===== src/rtl/mem_pkg.sv =====
// Shared MemOp encodings, FSM states and lane helpers for the memory-stage access unit.
package mem_pkg;

  localparam logic [2:0] OP_W  = 3'b000;
  localparam logic [2:0] OP_HS = 3'b001;
  localparam logic [2:0] OP_HU = 3'b010;
  localparam logic [2:0] OP_BS = 3'b011;
  localparam logic [2:0] OP_BU = 3'b100;
  localparam logic [2:0] OP_WU = 3'b101;
  localparam logic [2:0] OP_D  = 3'b110;

  typedef enum logic [1:0] {
    ST_IDLE,
    ST_BUS,
    ST_RESP
  } state_t;

  // Offset bits that must be zero for a naturally aligned access of this op.
  function automatic logic [2:0] align_mask(input logic [2:0] op);
    case (op)
      OP_BS, OP_BU: align_mask = 3'b000;
      OP_HS, OP_HU: align_mask = 3'b001;
      OP_D:         align_mask = 3'b111;
      default:      align_mask = 3'b011;
    endcase
  endfunction

  // Byte enables for up to 8 lanes; callers truncate to their lane count.
  function automatic logic [7:0] be_mask(input logic [2:0] op, input logic [2:0] off);
    case (op)
      OP_BS, OP_BU: be_mask = 8'h01 << off;
      OP_HS, OP_HU: be_mask = 8'h03 << off;
      OP_D:         be_mask = 8'hFF;
      default:      be_mask = 8'h0F << {off[2], 2'b00};
    endcase
  endfunction

endpackage


===== src/rtl/mem_access_unit_if.sv =====
// Pipeline request/response and data-memory bus signals of the access unit.
interface mem_access_unit_if #(
  parameter int unsigned ADDR_W = 32,
  parameter int unsigned DATA_W = 32
);
  localparam int unsigned NB = DATA_W / 8;

  logic              req_valid;
  logic              req_ready;
  logic              req_we;
  logic [2:0]        req_op;
  logic [ADDR_W-1:0] req_addr;
  logic [DATA_W-1:0] req_wdata;
  logic              mem_req;
  logic              mem_we;
  logic [NB-1:0]     mem_be;
  logic [ADDR_W-1:0] mem_addr;
  logic [DATA_W-1:0] mem_wdata;
  logic              mem_ack;
  logic [DATA_W-1:0] mem_rdata;
  logic              resp_valid;
  logic [DATA_W-1:0] resp_data;
  logic              resp_exc;
  logic [ADDR_W-1:0] resp_badaddr;

  modport slave (
    input  req_valid, req_we, req_op, req_addr, req_wdata, mem_ack, mem_rdata,
    output req_ready, mem_req, mem_we, mem_be, mem_addr, mem_wdata,
           resp_valid, resp_data, resp_exc, resp_badaddr
  );

  modport master (
    output req_valid, req_we, req_op, req_addr, req_wdata, mem_ack, mem_rdata,
    input  req_ready, mem_req, mem_we, mem_be, mem_addr, mem_wdata,
           resp_valid, resp_data, resp_exc, resp_badaddr
  );
endinterface


===== src/rtl/mem_access_unit_load_extend.sv =====
// Extracts the addressed lane from a bus read word and sign/zero-extends it per MemOp.
module load_extend
  import mem_pkg::*;
#(
  parameter int unsigned DATA_W = 32,
  parameter int unsigned OFF_W  = 2
) (
  input  logic [DATA_W-1:0] i_rdata,
  input  logic [OFF_W-1:0]  i_off,
  input  logic [2:0]        i_op,
  output logic [DATA_W-1:0] o_data
);
  logic [DATA_W-1:0] w_sh;

  assign w_sh = i_rdata >> {i_off, 3'b000};

  always_comb begin
    o_data = '0;
    case (i_op)
      OP_BS:   o_data = DATA_W'($signed(w_sh[7:0]));
      OP_BU:   o_data = DATA_W'(w_sh[7:0]);
      OP_HS:   o_data = DATA_W'($signed(w_sh[15:0]));
      OP_HU:   o_data = DATA_W'(w_sh[15:0]);
      OP_WU:   o_data = DATA_W'(w_sh[31:0]);
      OP_D:    o_data = w_sh;
      default: o_data = DATA_W'($signed(w_sh[31:0]));
    endcase
  end
endmodule


===== src/rtl/mem_access_unit.sv =====
// MEM-stage load/store engine driving a req/ack data bus with byte enables and lane replication.
// Optional alignment exception via MEM_ALIGN_CHK_EN; otherwise low offset bits are forced to zero.
module mem_access_unit
  import mem_pkg::*;
#(
  parameter int unsigned ADDR_W = 32,
  parameter int unsigned DATA_W = 32
) (
  input logic         clk,
  input logic         reset_n,
  mem_access_unit_if.slave bus
);
  localparam int unsigned NB    = DATA_W / 8;
  localparam int unsigned OFF_W = $clog2(NB);

  state_t            r_state, w_next;
  logic [2:0]        w_op;
  logic [OFF_W-1:0]  w_lowmask, w_off;
  logic              w_misalign;
  logic [NB-1:0]     w_be;
  logic [DATA_W-1:0] w_wdata, w_ext;
  logic              w_accept, w_ack;

  logic              r_we;
  logic [2:0]        r_op;
  logic [OFF_W-1:0]  r_off;
  logic [ADDR_W-1:0] r_addr;
  logic [NB-1:0]     r_be;
  logic [DATA_W-1:0] r_wdata, r_resp_data;
`ifdef MEM_ALIGN_CHK_EN
  logic              r_exc;
  logic [ADDR_W-1:0] r_badaddr;
`endif

  // Ops the bus width cannot carry fall back to signed word.
  always_comb begin
    w_op = bus.req_op;
    if (DATA_W == 32) begin
      if (bus.req_op inside {OP_WU, OP_D, 3'b111}) w_op = OP_W;
    end else if (bus.req_op == 3'b111) begin
      w_op = OP_W;
    end
  end

  assign w_lowmask = OFF_W'(align_mask(w_op));
  assign w_off     = bus.req_addr[OFF_W-1:0] & ~w_lowmask;
  assign w_be      = NB'(be_mask(w_op, 3'(w_off)));
`ifdef MEM_ALIGN_CHK_EN
  assign w_misalign = |(bus.req_addr[OFF_W-1:0] & w_lowmask);
`else
  assign w_misalign = 1'b0;
`endif

  always_comb begin
    case (w_op)
      OP_BS, OP_BU: w_wdata = {NB{bus.req_wdata[7:0]}};
      OP_HS, OP_HU: w_wdata = {(NB/2){bus.req_wdata[15:0]}};
      OP_D:         w_wdata = bus.req_wdata;
      default:      w_wdata = {(NB/4){bus.req_wdata[31:0]}};
    endcase
  end

  assign w_accept = (r_state == ST_IDLE) && bus.req_valid;
  assign w_ack    = (r_state == ST_BUS) && bus.mem_ack;

  load_extend #(.DATA_W(DATA_W), .OFF_W(OFF_W)) u_load_extend (
    .i_rdata (bus.mem_rdata),
    .i_off   (r_off),
    .i_op    (r_op),
    .o_data  (w_ext)
  );

  always_ff @(posedge clk) begin
    if (!reset_n) r_state <= ST_IDLE;
    else          r_state <= w_next;
  end

  always_comb begin
    w_next = r_state;
    case (r_state)
      ST_IDLE: if (bus.req_valid) w_next = w_misalign ? ST_RESP : ST_BUS;
      ST_BUS:  if (bus.mem_ack) w_next = ST_RESP;
      ST_RESP: w_next = ST_IDLE;
      default: w_next = ST_IDLE;
    endcase
  end

  always_comb begin
    bus.req_ready  = (r_state == ST_IDLE);
    bus.mem_req    = (r_state == ST_BUS);
    bus.mem_we     = (r_state == ST_BUS) && r_we;
    bus.resp_valid = (r_state == ST_RESP);
    bus.resp_exc   = 1'b0;
`ifdef MEM_ALIGN_CHK_EN
    bus.resp_exc   = (r_state == ST_RESP) && r_exc;
`endif
  end

  always_ff @(posedge clk) begin
    if (!reset_n) begin
      r_we        <= 1'b0;
      r_op        <= OP_W;
      r_off       <= '0;
      r_addr      <= '0;
      r_be        <= '0;
      r_wdata     <= '0;
      r_resp_data <= '0;
`ifdef MEM_ALIGN_CHK_EN
      r_exc       <= 1'b0;
      r_badaddr   <= '0;
`endif
    end else begin
      if (w_accept) begin
        r_we        <= bus.req_we;
        r_op        <= w_op;
        r_off       <= w_off;
        r_addr      <= bus.req_addr & ~ADDR_W'(NB - 1);
        r_be        <= w_be;
        r_wdata     <= w_wdata;
        r_resp_data <= '0;
`ifdef MEM_ALIGN_CHK_EN
        r_exc       <= w_misalign;
        r_badaddr   <= w_misalign ? bus.req_addr : '0;
`endif
      end
      if (w_ack && !r_we) r_resp_data <= w_ext;
    end
  end

  assign bus.mem_be    = r_be;
  assign bus.mem_addr  = r_addr;
  assign bus.mem_wdata = r_wdata;
  assign bus.resp_data = r_resp_data;
`ifdef MEM_ALIGN_CHK_EN
  assign bus.resp_badaddr = r_badaddr;
`else
  assign bus.resp_badaddr = '0;
`endif
endmodule


===== src/flat_wrapper.sv =====
// flat-port wrapper written by rule: the top's interface ports become plain ports
module mem_access_unit_flat import mem_pkg::*;
#(
  parameter int unsigned ADDR_W = 32,
  parameter int unsigned DATA_W = 32
)
  (clk, reset_n, bus_req_valid, bus_req_we, bus_req_op, bus_req_addr, bus_req_wdata, bus_mem_ack, bus_mem_rdata, bus_req_ready, bus_mem_req, bus_mem_we, bus_mem_be, bus_mem_addr, bus_mem_wdata, bus_resp_valid, bus_resp_data, bus_resp_exc, bus_resp_badaddr);
  mem_access_unit_if #(.ADDR_W(ADDR_W), .DATA_W(DATA_W)) bus_i ();
  input logic clk;
  input logic reset_n;
  input wire logic [$bits(bus_i.req_valid)-1:0] bus_req_valid;
  input wire logic [$bits(bus_i.req_we)-1:0] bus_req_we;
  input wire logic [$bits(bus_i.req_op)-1:0] bus_req_op;
  input wire logic [$bits(bus_i.req_addr)-1:0] bus_req_addr;
  input wire logic [$bits(bus_i.req_wdata)-1:0] bus_req_wdata;
  input wire logic [$bits(bus_i.mem_ack)-1:0] bus_mem_ack;
  input wire logic [$bits(bus_i.mem_rdata)-1:0] bus_mem_rdata;
  output wire logic [$bits(bus_i.req_ready)-1:0] bus_req_ready;
  output wire logic [$bits(bus_i.mem_req)-1:0] bus_mem_req;
  output wire logic [$bits(bus_i.mem_we)-1:0] bus_mem_we;
  output wire logic [$bits(bus_i.mem_be)-1:0] bus_mem_be;
  output wire logic [$bits(bus_i.mem_addr)-1:0] bus_mem_addr;
  output wire logic [$bits(bus_i.mem_wdata)-1:0] bus_mem_wdata;
  output wire logic [$bits(bus_i.resp_valid)-1:0] bus_resp_valid;
  output wire logic [$bits(bus_i.resp_data)-1:0] bus_resp_data;
  output wire logic [$bits(bus_i.resp_exc)-1:0] bus_resp_exc;
  output wire logic [$bits(bus_i.resp_badaddr)-1:0] bus_resp_badaddr;
  assign bus_i.req_valid = bus_req_valid;
  assign bus_i.req_we = bus_req_we;
  assign bus_i.req_op = bus_req_op;
  assign bus_i.req_addr = bus_req_addr;
  assign bus_i.req_wdata = bus_req_wdata;
  assign bus_i.mem_ack = bus_mem_ack;
  assign bus_i.mem_rdata = bus_mem_rdata;
  assign bus_req_ready = bus_i.req_ready;
  assign bus_mem_req = bus_i.mem_req;
  assign bus_mem_we = bus_i.mem_we;
  assign bus_mem_be = bus_i.mem_be;
  assign bus_mem_addr = bus_i.mem_addr;
  assign bus_mem_wdata = bus_i.mem_wdata;
  assign bus_resp_valid = bus_i.resp_valid;
  assign bus_resp_data = bus_i.resp_data;
  assign bus_resp_exc = bus_i.resp_exc;
  assign bus_resp_badaddr = bus_i.resp_badaddr;
  mem_access_unit #(.ADDR_W(ADDR_W), .DATA_W(DATA_W)) u_core (.clk(clk), .reset_n(reset_n), .bus(bus_i));
endmodule

===== config.mk =====
export PLATFORM = sky130hd
export DESIGN_NAME = mem_access_unit_flat
export DESIGN_NICKNAME = d
export VERILOG_FILES = /design/src/rtl/mem_pkg.sv /design/src/rtl/mem_access_unit_if.sv /design/src/rtl/mem_access_unit_load_extend.sv /design/src/rtl/mem_access_unit.sv /design/src/flat_wrapper.sv
export SDC_FILE = /design/constraint.sdc
export NUM_CORES = 1
export LEC_CHECK = 0
export ABC_AREA = 1
export ABC_CLOCK_PERIOD_IN_PS = 3780
export CAP_MARGIN = 40
export CORE_UTILIZATION = 45
export CTS_BUF_LIST = sky130_fd_sc_hd__clkbuf_4 sky130_fd_sc_hd__clkbuf_8 sky130_fd_sc_hd__clkbuf_16
export DETAILED_ROUTE_END_ITERATION = 8
export HOLD_SLACK_MARGIN = 0.02
export PLACE_DENSITY = 0.86
export SYNTH_ARGS = -nofsm -noshare
export SYNTH_HDL_FRONTEND = slang
export SYNTH_SLANG_ARGS = --single-unit
export TNS_END_PERCENT = 20

===== constraint.sdc =====
create_clock -name clk -period 3.78 [get_ports clk]
set_clock_uncertainty 0.05 [all_clocks]
set_input_delay 0.756 -clock clk [delete_from_list [all_inputs] [get_ports clk]]
set_output_delay 0.756 -clock clk [all_outputs]
set_load 0.01 [all_outputs]

Word-level counts from Yosys, hierarchy flattened
Index checks and enable logic that the tools add are counted.

Bitwise operators: 2. Reductions and logical operators: 11. Mux-type cells: 10. Equality and inequality tests: 16. Shift operators: 3.

Operator list (number): one-hot mux 32 bit (4 select lines) (1); two-way mux 32 bit (2); one-hot mux 32 bit (2 select lines) (1); right shift 32 x 5 -> 32 bit (1); == test 3 bit (second input constant) (6); == test 3 x 2 -> 1 bit (second input constant) (4); one-hot mux 4 bit (3 select lines) (1); == test 3 x 1 -> 1 bit (second input constant) (2); one-hot mux 2 bit (3 select lines) (1); logical AND 1 bit (4); two-way mux 2 bit (2); inequality test 2 bit (second input constant) (2); one-hot mux 2 bit (2 select lines) (1); OR reduction 2 bit (2); << shifter 1 x 2 -> 4 bit (first input constant) (1); << shifter 2 x 2 -> 4 bit (first input constant) (1); two-way mux 3 bit (1); nonzero test 3 bit (1); bitwise AND 2 bit (1); == test 2 x 1 -> 1 bit (second input constant) (1); == test 2 bit (second input constant) (1); logical NOT 2 bit (1); NOT 2 bit (1); AND reduction 2 bit (1); 2 further kinds (2).

Register bits after elaboration: 106. Bits of input ports: 104. Word-level logic and storage cells: 50. Output and inout bits: 137.

Logic depth before layout (Yosys ltp)
Gate-level depths: netlist of the first run.

Word-level depth: 10. Mapped depth: 10.

By module
From an unflattened synthesis of the first run, not the netlist that was laid out.

Cell total of the unflattened synthesis: 779. Area total of the unflattened synthesis: 5470.2 sq um.

By module, submodules not included: mem_access_unit (area an instance 4568.1 sq um, cells each 598, instances 1, sequential area each 2122.0 sq um); load_extend (area an instance 902.1 sq um, cells each 181, instances 1, sequential area each 0.0 sq um).

Worst setup path before layout of the first run
OpenSTA, ideal clock, no wires.

Path type: in2reg. From: in bus_req_op[0]. To: reg u_core.r_be[2] (netlist: u_core.bus.mem_be[2]). Data required time: 3.598 ns. Arrival time: 1.487 ns. Slack: 2.111 ns. Buffers on the path: 0. Stages on the path: 6. Cells stage by stage: o21ai_2 > nand2_2 > nand2_1 > nand2_1 > nand3_1 > a21oi_1.

Cells in the longest elaborated chain, start to end: 10. Elaborated cells on any way between the ends: 18. Those cells by class: eq/ne (8); shift (2); mux (3); bitwise (2); reduce/logical (3).

Ends and longest elaborated chain: start: declaration (line flat_wrapper.sv:13) `input wire logic [$bits(bus_i.req_op)-1:0] bus_req_op;`; == test 3 bit (line mem_access_unit.sv:39) `if (bus.req_op inside {OP_WU, OP_D, 3'b111}) w_op = OP_W;`; nonzero test 3 bit (line mem_access_unit.sv:39); two-way mux 3 bit * (line mem_access_unit.sv:39); == test 3 x 1 -> 1 bit (tied with other cells) (line mem_pkg.sv:20, mem_pkg.sv:30); OR reduction 2 bit (line mem_pkg.sv:20, mem_pkg.sv:30); one-hot mux 2 bit (3 select lines) (line mem_pkg.sv:20) `case (op)`; NOT 2 bit (line mem_access_unit.sv:46) `assign w_off = bus.req_addr[OFF_W-1:0] & ~w_lowmask;`; bitwise AND 2 bit (line mem_access_unit.sv:46); << shifter 2 x 2 -> 4 bit / << shifter 1 x 2 -> 4 bit (equally long branches) (line mem_pkg.sv:32, mem_pkg.sv:31); one-hot mux 4 bit (3 select lines) * (line mem_pkg.sv:30) `case (op)`; end signal: assignment (line mem_access_unit.sv:118) `r_be <= w_be;`; end: declaration (line mem_access_unit.sv:28) `logic [NB-1:0] r_be;`.

Mark *: on every way between the ends. The rest lies on a longest branch, timed or not. A chain may end at the register's enable or synchronous reset.

Final worst setup path of the first run
From: in bus_req_op[1]. To: reg u_core.r_be[2] (netlist: u_core.bus.mem_be[2]).

The elaborated chain is that of the path after synthesis.

==> results of run 1 <==
through the flow:
step / setup slack [ns] / std cells / hold slack, ns / utilization
after floorplan: 2.11 / 787 / 0.420 / -
after global placement: 1.13 / 1058 / 0.401 / 0.643
after detailed placement: 1.01 / 1059 / 0.407 / 0.645
after CTS: 1.31 / 1074 / 0.418 / 0.672
after global routing: 1.14 / 1074 / 0.432 / 0.672
final: 1.29 / 1074 / 0.415 / 0.672
metal layers:
metal  share of wire  global-route usage  vias to the layer above
met5               0                   0                        -
met1            0.39               0.306                     2498
met2            0.47               0.424                      272
li1                -                   -                     2718
met3            0.12              0.0986                       30
met4           0.023              0.0811                        0
tightest hold or removal path, delay by kind of cell, from the launching register on:
family           cells  cell delay, ns
flip-flops           1            0.31
AND/OR/NAND/NOR      1            0.06
AO/OA/AOI/OAI        1            0.05
sequential cells by signal, summed over array words and instances, names as in the netlist:
name	count
u_core.bus.mem_addr	30
u_core.bus.mem_be	4
u_core.bus.mem_wdata	32
u_core.bus.resp_data	32
u_core.r_off	2
u_core.r_op	3
u_core.r_state	2
u_core.r_we	1
report_power, final:
| part | internal (W) | leakage [nW] | total, W | switching (W) |
|---|---|---|---|---|
| Clock | 0.000520 | 0.148 | 0.000948 | 0.000428 |
| Sequential | 0.00120 | 0.872 | 0.00125 | 0.0000458 |
| Combinational | 0.000336 | 2.14 | 0.000716 | 0.000380 |
how the worst min path moves through the flow:
stage,from,end
after floorplan,u_core.r_op[1],u_core.r_op[1]
final,u_core.bus.resp_data[10],u_core.bus.resp_data[10]
after CTS,u_core.bus.resp_data[27],u_core.bus.resp_data[27]
after global routing,u_core.bus.resp_data[4],u_core.bus.resp_data[4]
after detailed placement,u_core.bus.resp_data[4],u_core.bus.resp_data[4]
after global placement,u_core.bus.resp_data[1],u_core.bus.resp_data[1]
logic make-up after synthesis:
kind of cell / after synthesis / share of synthesized area
buf+inv: 131 / 0.136
other cells: 1 / 0.000729
flops: 106 / 0.412
simple gates: 368 / 0.298
compound gates: 147 / 0.153
cell type report:
type,count,area [um2],share of cell area
clock inverter,6,72.6,0.00984
tap,140,175,0.0237
timing repair buffer,214,2140,0.290
clock buffer,9,225,0.0305
sequential,106,2120,0.288
multi-input combinational,550,2460,0.333
inverter,49,186,0.0253
cell usage in the layout (no fill, tap or decap), types with 2 or more instances in the layout:
cell type	synthesis	layout
inv_6	0	2
buf_12	0	2
nand2_2	4	4
nand3_4	2	2
conb_1	1	35
o21ai_0	65	65
dfxtp_1	106	106
a31oi_1	16	16
inv_2	7	7
buf_4	39	7
nand2_1	173	173
o211ai_1	8	8
a21oi_1	51	51
inv_1	40	40
o21ai_1	4	4
clkdlybuf4s50_1	0	204
nand3_2	2	2
clkbuf_16	0	9
nand3_1	68	68
nor2_1	115	115
==> impl_metrics.tcl, run 1 <==
set metrics [dict create \
    status "finished, final reports clean" \
    crit_path_end_kind "flip-flop" \
    worstPathRequired_ns 3.98 \
    overflow 0 \
    fmax_mhz 401 \
    synth_top_area_cell "dfxtp_1" \
    cts.sinks 106 \
    timing.final.crit_share 0.659 \
    diodes 0 \
    rsz0062_at_grt "no" \
    r2r.worst_path.cells 7 \
    synth_seq_cells 106 \
    crit_type "primary input to flip-flop" \
    synth.area.top_cells "dfxtp_1 41%, nand2_1 13%, nor2_1 8.4%" \
    routed_wirelength_um 15300 \
    drv_slew 0 \
    arrival_ns 2.69 \
    cts_setup_buffers 0 \
    pwr_density_cell_nw_per_um2 394 \
    critPathLaunch "bus_req_op[1]" \
    postRouteAntennaNets 0 \
    ir_worst_vdd_uv 269 \
    hold_viol 0 \
    grt_max_degree 84 \
    clkSlewWorstSetupHoldPaths_ns 0.07 \
    fill_cells 963 \
    async_reset_ff_frac 0 \
    cellLeakagePower_nw 3.16 \
    design_area_um2 7380 \
    synth_area_um2 5150 \
    grtUsageTotal 0.257 \
    root_buffer "clkbuf_16" \
    syn_to_final_growth_pct 43.3 \
    synth-edff-count 0 \
    clock_latency_ns 0.33 \
    dr.pass1.iters 5 \
    ys_warn_count 0 \
    cts_resized 0 \
    die_y_um 109 \
    antenna_found_initial 0 \
    fin_tns_setup_ns 0 \
    setup_viol 0 \
    crit_end "u_core.bus.mem_be[2]" \
    path_depth 7 \
    critPathLaunchType "primary input" \
    synth-main-ff-cell "dfxtp_1" \
    via_per_inst 5.14 \
    grt_pass1_vias 5017 \
    coreArea_um2 11000 \
    yosys.area.top_type_share 0.412 \
    drive_gt1_frac 0.0493 \
    p_total_w 0.00291 \
    cts_hold_buf 0 \
    yosysSeqAreaShare 0.412 \
    reg2reg_slack_ns 2.06 \
    path_max_fanout 27 \
    critPathSlowestCell "clkdlybuf4s50_1" \
    hold_path_class "flip-flop to flip-flop" \
    crit_family "simple AND/OR/NAND/NOR gates" \
    max_stage_delay_ns 0.58 \
    holdPathStages 2 \
    path_buf_inv 1 \
    ioPinCount 241 \
    dpl_cell_area_um2 7080 \
    vias 5518 \
    synthTopCellsByCount "173 x nand2_1, 115 x nor2_1, 106 x dfxtp_1" \
    worstReg2RegStart "u_core.r_state[0]" \
    synth_cell_types 28 \
    slew_headroom 0.605 \
    crit_path_cell_trace "clkdlybuf4s50_1 > nor2_1 > nand2_2 > nand2_1 > nand2_1 > nand3_1 > a21oi_1" \
    routabilityCongestion 0.913 \
    period_minus_slack_ns 2.49 \
    route.detailed.drc 0 \
    cts_tree "done" \
    cts_buffer_depth 2 \
    row_count 38 \
    worst_pin_slew_ns 0.592 \
    routedWlPerCell_um 14.3 \
    grt_pass1_wl_um 23900 \
    maxCapViolations 0 \
    initial_core_util 0.469 \
    numCtsBuffers 9 \
    die_w_um 109 \
    synthCells 753 \
    syn_area_per_cell_um2 6.84 \
    die_area_um2 11900 \
    drt_iter0_drc 308 \
    numPortBuffers 205 \
    dp_hpwl_um 10900 \
    yosysMostFrequentCell "nand2_1" \
    nNetsFinal 1034 \
    cpMostUsedCell "nand2_1" \
    htreeDepth 3 \
    r2r_end "u_core.bus.resp_data[20]" \
]
No activity file was read; power rests on OpenSTA's default activity.
==> run 2: changes to the inputs <==
Settings changed: ABC_CLOCK_PERIOD_IN_PS 3780 to 2500, CORE_UTILIZATION 45 to 42, PLACE_DENSITY 0.86 to 0.81.
Clock period 3.78 ns to 2.5 ns, I/O delays scaled along.
==> impl_metrics.tcl, run 2 (same netlist as run 1, synthesis figures left out) <==
set metrics [dict create \
    status "finished, final reports clean" \
    fill_cells 1111 \
    critPathSlowestCell "clkdlybuf4s50_1" \
    period_minus_slack_ns 2.02 \
    mostFrequentLayoutCells "204 x clkdlybuf4s50_1, 173 x nand2_1, 115 x nor2_1" \
    grtUsageTotal 0.248 \
    row_count 40 \
    wl_met3_um 1690 \
    htreeDepth 3 \
    cts_hold_buf 0 \
    cts_setup_buffers 0 \
    crit_type "flip-flop to primary output" \
    drive_gt1_frac 0.0533 \
    utilization 0.621 \
    initial_core_util 0.430 \
    grt_pass1_wl_um 25000 \
    setup_viol 0 \
    pwr-share-clk 0.330 \
    crit_family "buffers and inverters" \
    numCtsBuffers 9 \
    dp.cells 1069 \
    route.detailed.drc 0 \
    rsz0062_at_grt "no" \
    power.internal_w 0.00314 \
    max_stage_delay_ns 0.56 \
    hold_path_class "flip-flop to flip-flop" \
    timing.final.crit_share 0.807 \
    dr.pass1.iters 6 \
    fin_tns_setup_ns 0 \
    slew_headroom 0.610 \
    cts.sinks 106 \
    crit_path_end_kind "primary output" \
    die_area_um2 12700 \
    antenna_found_initial 0 \
    routedWlPerCell_um 14.3 \
    cts_resized 0 \
    cellLeakagePower_nw 3.18 \
    worstPathRequired_ns 1.95 \
    diodes 0 \
    routed_wirelength_um 15600 \
    pwr_density_cell_nw_per_um2 598 \
    routabilityCongestion 0.953 \
    clock_latency_ns 0.35 \
    drv_slew 0 \
    clkSlewWorstSetupHoldPaths_ns 0.07 \
    dp_hpwl_um 10900 \
    ir_worst_vdd_uv 628 \
    die_w_um 113 \
    nNetsFinal 1037 \
    root_buffer "clkbuf_16" \
    cts_buffer_depth 2 \
    path_buf_inv 1 \
    maxCapViolations 0 \
    critPathLaunchType "flip-flop" \
    finalNonFillerCells 1085 \
    syn_to_final_growth_pct 44.3 \
    power.net_switching_w 0.00130 \
    vias 5479 \
    via_per_inst 5.05 \
    crit_path_cell_trace "nand2_2 > nor2_1 > clkdlybuf4s50_1" \
    numPortBuffers 205 \
    worst_pin_slew_ns 0.585 \
    p_comb_frac 0.246 \
    die_y_um 113 \
    ioPinCount 241 \
    top_layer_used "met4" \
    arrival_ns 1.47 \
    path_max_fanout 4 \
    grt_max_degree 69 \
    fmax_mhz 496 \
    p_seq_frac 0.424 \
    drt_iter0_drc 447 \
    postRouteAntennaNets 0 \
    final_common_cell "clkdlybuf4s50_1" \
    cts_tree "done" \
    grt_pass1_vias 5161 \
    drt-met1-wl_um 6260 \
    hold_viol 0 \
    coreArea_um2 12000 \
    overflow 0 \
    switching_share 0.293 \
    met2_length_um 7190 \
]
## run 2: cell types whose count changed in the layout (fill, tap and decap cells not counted), sizes merged
cell | before | now
clkinvlp | 0 | 1
buf | 10 | 13
inv | 51 | 50
clkinv | 3 | 2
clkbuf | 9 | 11
## run 2: cell type report
class,instances,area (um2),area share
clock buffer,11,240,0.0323
clock inverter,5,62.6,0.00842
inverter,49,186,0.0251
multi-input combinational,550,2460,0.331
sequential,106,2120,0.286
tap,147,184,0.0248
timing repair buffer,217,2170,0.293
## run 2: stage by stage
step / setup slack (ns) / hold WS (ns) / power [W] / cell area (um2)
global placement: 0.377 / 0.401 / 0.00300 / 7120
finish: 0.484 / 0.414 / 0.00444 / 7430
floorplan: 1.09 / 0.420 / 0.00251 / 5280
detailed placement: 0.360 / 0.404 / 0.00300 / 7120
CTS: 0.462 / 0.416 / 0.00447 / 7430
global route: 0.398 / 0.435 / 0.00466 / 7430
## run 2: power by group through the flow
stage	clock, W	combinational (W)	sequential, W
after floorplan	0	0.000548	0.00196
after global placement	0	0.00108	0.00192
after detailed placement	0	0.00108	0.00192
after CTS	0.00149	0.00109	0.00188
after global routing	0.00156	0.00120	0.00190
final	0.00147	0.00109	0.00188
## run 2: worst paths after layout
| path | start | to | slack (ns) | cells after the start |
|---|---|---|---|---|
| hold / removal | u_core.bus.resp_data[21] | u_core.bus.resp_data[21] | 0.41 | 2 |
| hold reg to reg | u_core.bus.resp_data[21] | u_core.bus.resp_data[21] | 0.41 | 2 |
| setup / recovery | u_core.r_state[0] | bus_mem_we | 0.48 | 3 |
| setup reg to reg | u_core.r_off[0] | u_core.bus.resp_data[16] | 0.87 | 7 |
## run 2: per-layer routing
layer,vias to the layer above,track usage
met1,2456,0.290
met3,36,0.103
met4,0,0.100
met2,272,0.404
li1,2715,-
met5,-,0
## run 2: worst register-to-register path, delay by kind of cell, from the launching register on
kind | cells | cell delay, ns
AOI/OAI and AO/OA | 1 | 0.14
buffers and inverters | 1 | 0.29
DFF | 1 | 0.38
and+or+nand+nor | 5 | 0.70
==> run 3: changes to the inputs <==
Settings changed: ABC_CLOCK_PERIOD_IN_PS 2500 to 1700, CORE_UTILIZATION 42 to 38, PLACE_DENSITY 0.81 to 0.77.
Clock period 2.5 ns to 1.7 ns, I/O delays scaled along.
==> impl_metrics.tcl, run 3 (same netlist as run 1, synthesis figures left out) <==
set metrics [dict create \
    numCtsBuffers 9 \
    reg2reg_slack_ns 0.22 \
    vias 5579 \
    grt_pass1_vias 5365 \
    grt_pass1_wl_um 25500 \
    cts_buffer_depth 2 \
    cellLeakagePower_nw 3.56 \
    cts.sinks 106 \
    crit_path_end_kind "primary output" \
    crit_end "bus_resp_data[15]" \
    routed_wirelength_um 15800 \
    clkSlewWorstSetupHoldPaths_ns 0.08 \
    critPathSlowestCell "clkdlybuf4s50_1" \
    max_stage_delay_ns 0.55 \
    antenna_found_initial 0 \
    nNetsFinal 1069 \
    cts_hold_buf 0 \
    r2r_end "u_core.bus.resp_data[24]" \
    hold_path_class "primary input to flip-flop" \
    pwr_density_cell_nw_per_um2 886 \
    syn_to_final_growth_pct 53.1 \
    crit_family "buffers and inverters" \
    die_w_um 118 \
    arrival_ns 1.28 \
    path_depth 1 \
    dp_hpwl_um 11600 \
    die_y_um 118 \
    crit_type "flip-flop to primary output" \
    critPathLaunch "u_core.bus.resp_data[15]" \
    timing.final.crit_share 0.984 \
    routedWlPerCell_um 13.8 \
    crit_path_cell_trace "clkdlybuf4s50_1" \
    via_per_inst 4.87 \
    htreeDepth 3 \
    root_buffer "clkbuf_16" \
    row_count 42 \
    critPathLaunchType "flip-flop" \
    ioPinCount 241 \
    die_area_um2 14000 \
    final_common_cell "clkdlybuf4s50_1" \
    fin_tns_setup_ns 0 \
    status "finished, final reports clean" \
    utilization 0.595 \
    overflow 0 \
    path_buf_inv 1 \
    mostFrequentLayoutCells "189 x clkdlybuf4s50_1, 173 x nand2_1, 115 x nor2_1" \
    drt_iter0_drc 448 \
    period_minus_slack_ns 1.67 \
    hold_viol 0 \
    drv_slew 0 \
    fin_hold_ws_ns 0.361 \
    initial_core_util 0.389 \
    ff_latch_area_um2 2120 \
    cts_tree "done" \
    rsz0062_at_grt "no" \
    route.detailed.drc 0 \
    dp.cells 1130 \
    dr.pass1.iters 5 \
    ir_worst_vdd_uv 547 \
    maxCapViolations 0 \
    worstReg2RegStart "u_core.r_off[0]" \
    multi_input_area_um2 2460 \
    postRouteAntennaNets 0 \
    finalNonFillerCells 1146 \
    worstPathRequired_ns 1.31 \
    grtUsageTotal 0.227 \
    clock_latency_ns 0.35 \
    fill_cells 1223 \
    fmax_mhz 598 \
    grt_max_degree 40 \
    min-delay-start "reset_n" \
    path_max_fanout 2 \
    drive_gt1_frac 0.0845 \
    r2r.worst_path.cells 7 \
    numPortBuffers 205 \
    cts_setup_buffers 0 \
    diodes 0 \
    setup_viol 0 \
    coreArea_um2 13200 \
    routabilityCongestion 0.908 \
]
## run 3: how the worst min path moves through the flow
stage                              end  slack, ns  cells past startpoint
5_1_grt        u_core.bus.mem_addr[10]       0.38                      3
2_1_floorplan           u_core.r_op[1]       0.42                      2
3_3_place_gp   u_core.bus.resp_data[4]       0.40                      2
3_5_place_dp   u_core.bus.resp_data[4]       0.40                      2
4_1_cts         u_core.bus.mem_addr[6]       0.36                      3
6_report        u_core.bus.mem_addr[6]       0.36                      3
## run 3: cell type report
class	count	area share
Sequential cell	106	0.269
Clock inverter	7	0.0170
Multi-Input combinational cell	550	0.312
Timing Repair Buffer	249	0.322
Tap cell	176	0.0279
Inverter	49	0.0237
Clock buffer	9	0.0286
## run 3: per-stage QoR
stage | setup WS (ns) | instance area, um2 | total power (W)
6_report | 0.0267 | 7880 | 0.00698
5_1_grt | 0.00146 | 7880 | 0.00731
4_1_cts | 0.00191 | 7850 | 0.00703
3_5_place_dp | -0.200 | 7500 | 0.00454
3_3_place_gp | -0.173 | 7500 | 0.00452
2_1_floorplan | 0.415 | 5280 | 0.00369
## run 3: where the power goes
group          switching [W]  total [W]  internal [W]
combinational       0.000855    0.00170      0.000849
clock                0.00103    0.00250       0.00147
sequential          0.000108    0.00277       0.00267
total                0.00199    0.00698       0.00498
## run 3: per-layer routing
metal / vias up / share of wire / global-route usage
li1: 2785 / - / -
met1: 2507 / 0.42 / 0.274
met2: 261 / 0.47 / 0.374
met3: 26 / 0.092 / 0.0777
met4: 0 / 0.021 / 0.0847
met5: - / 0 / 0
## run 3: repair_timing
item	in CTS	in global routing
resized for setup	5	10
endpoints found under the hold margin	0	0
endpoints found under the setup margin	5	10
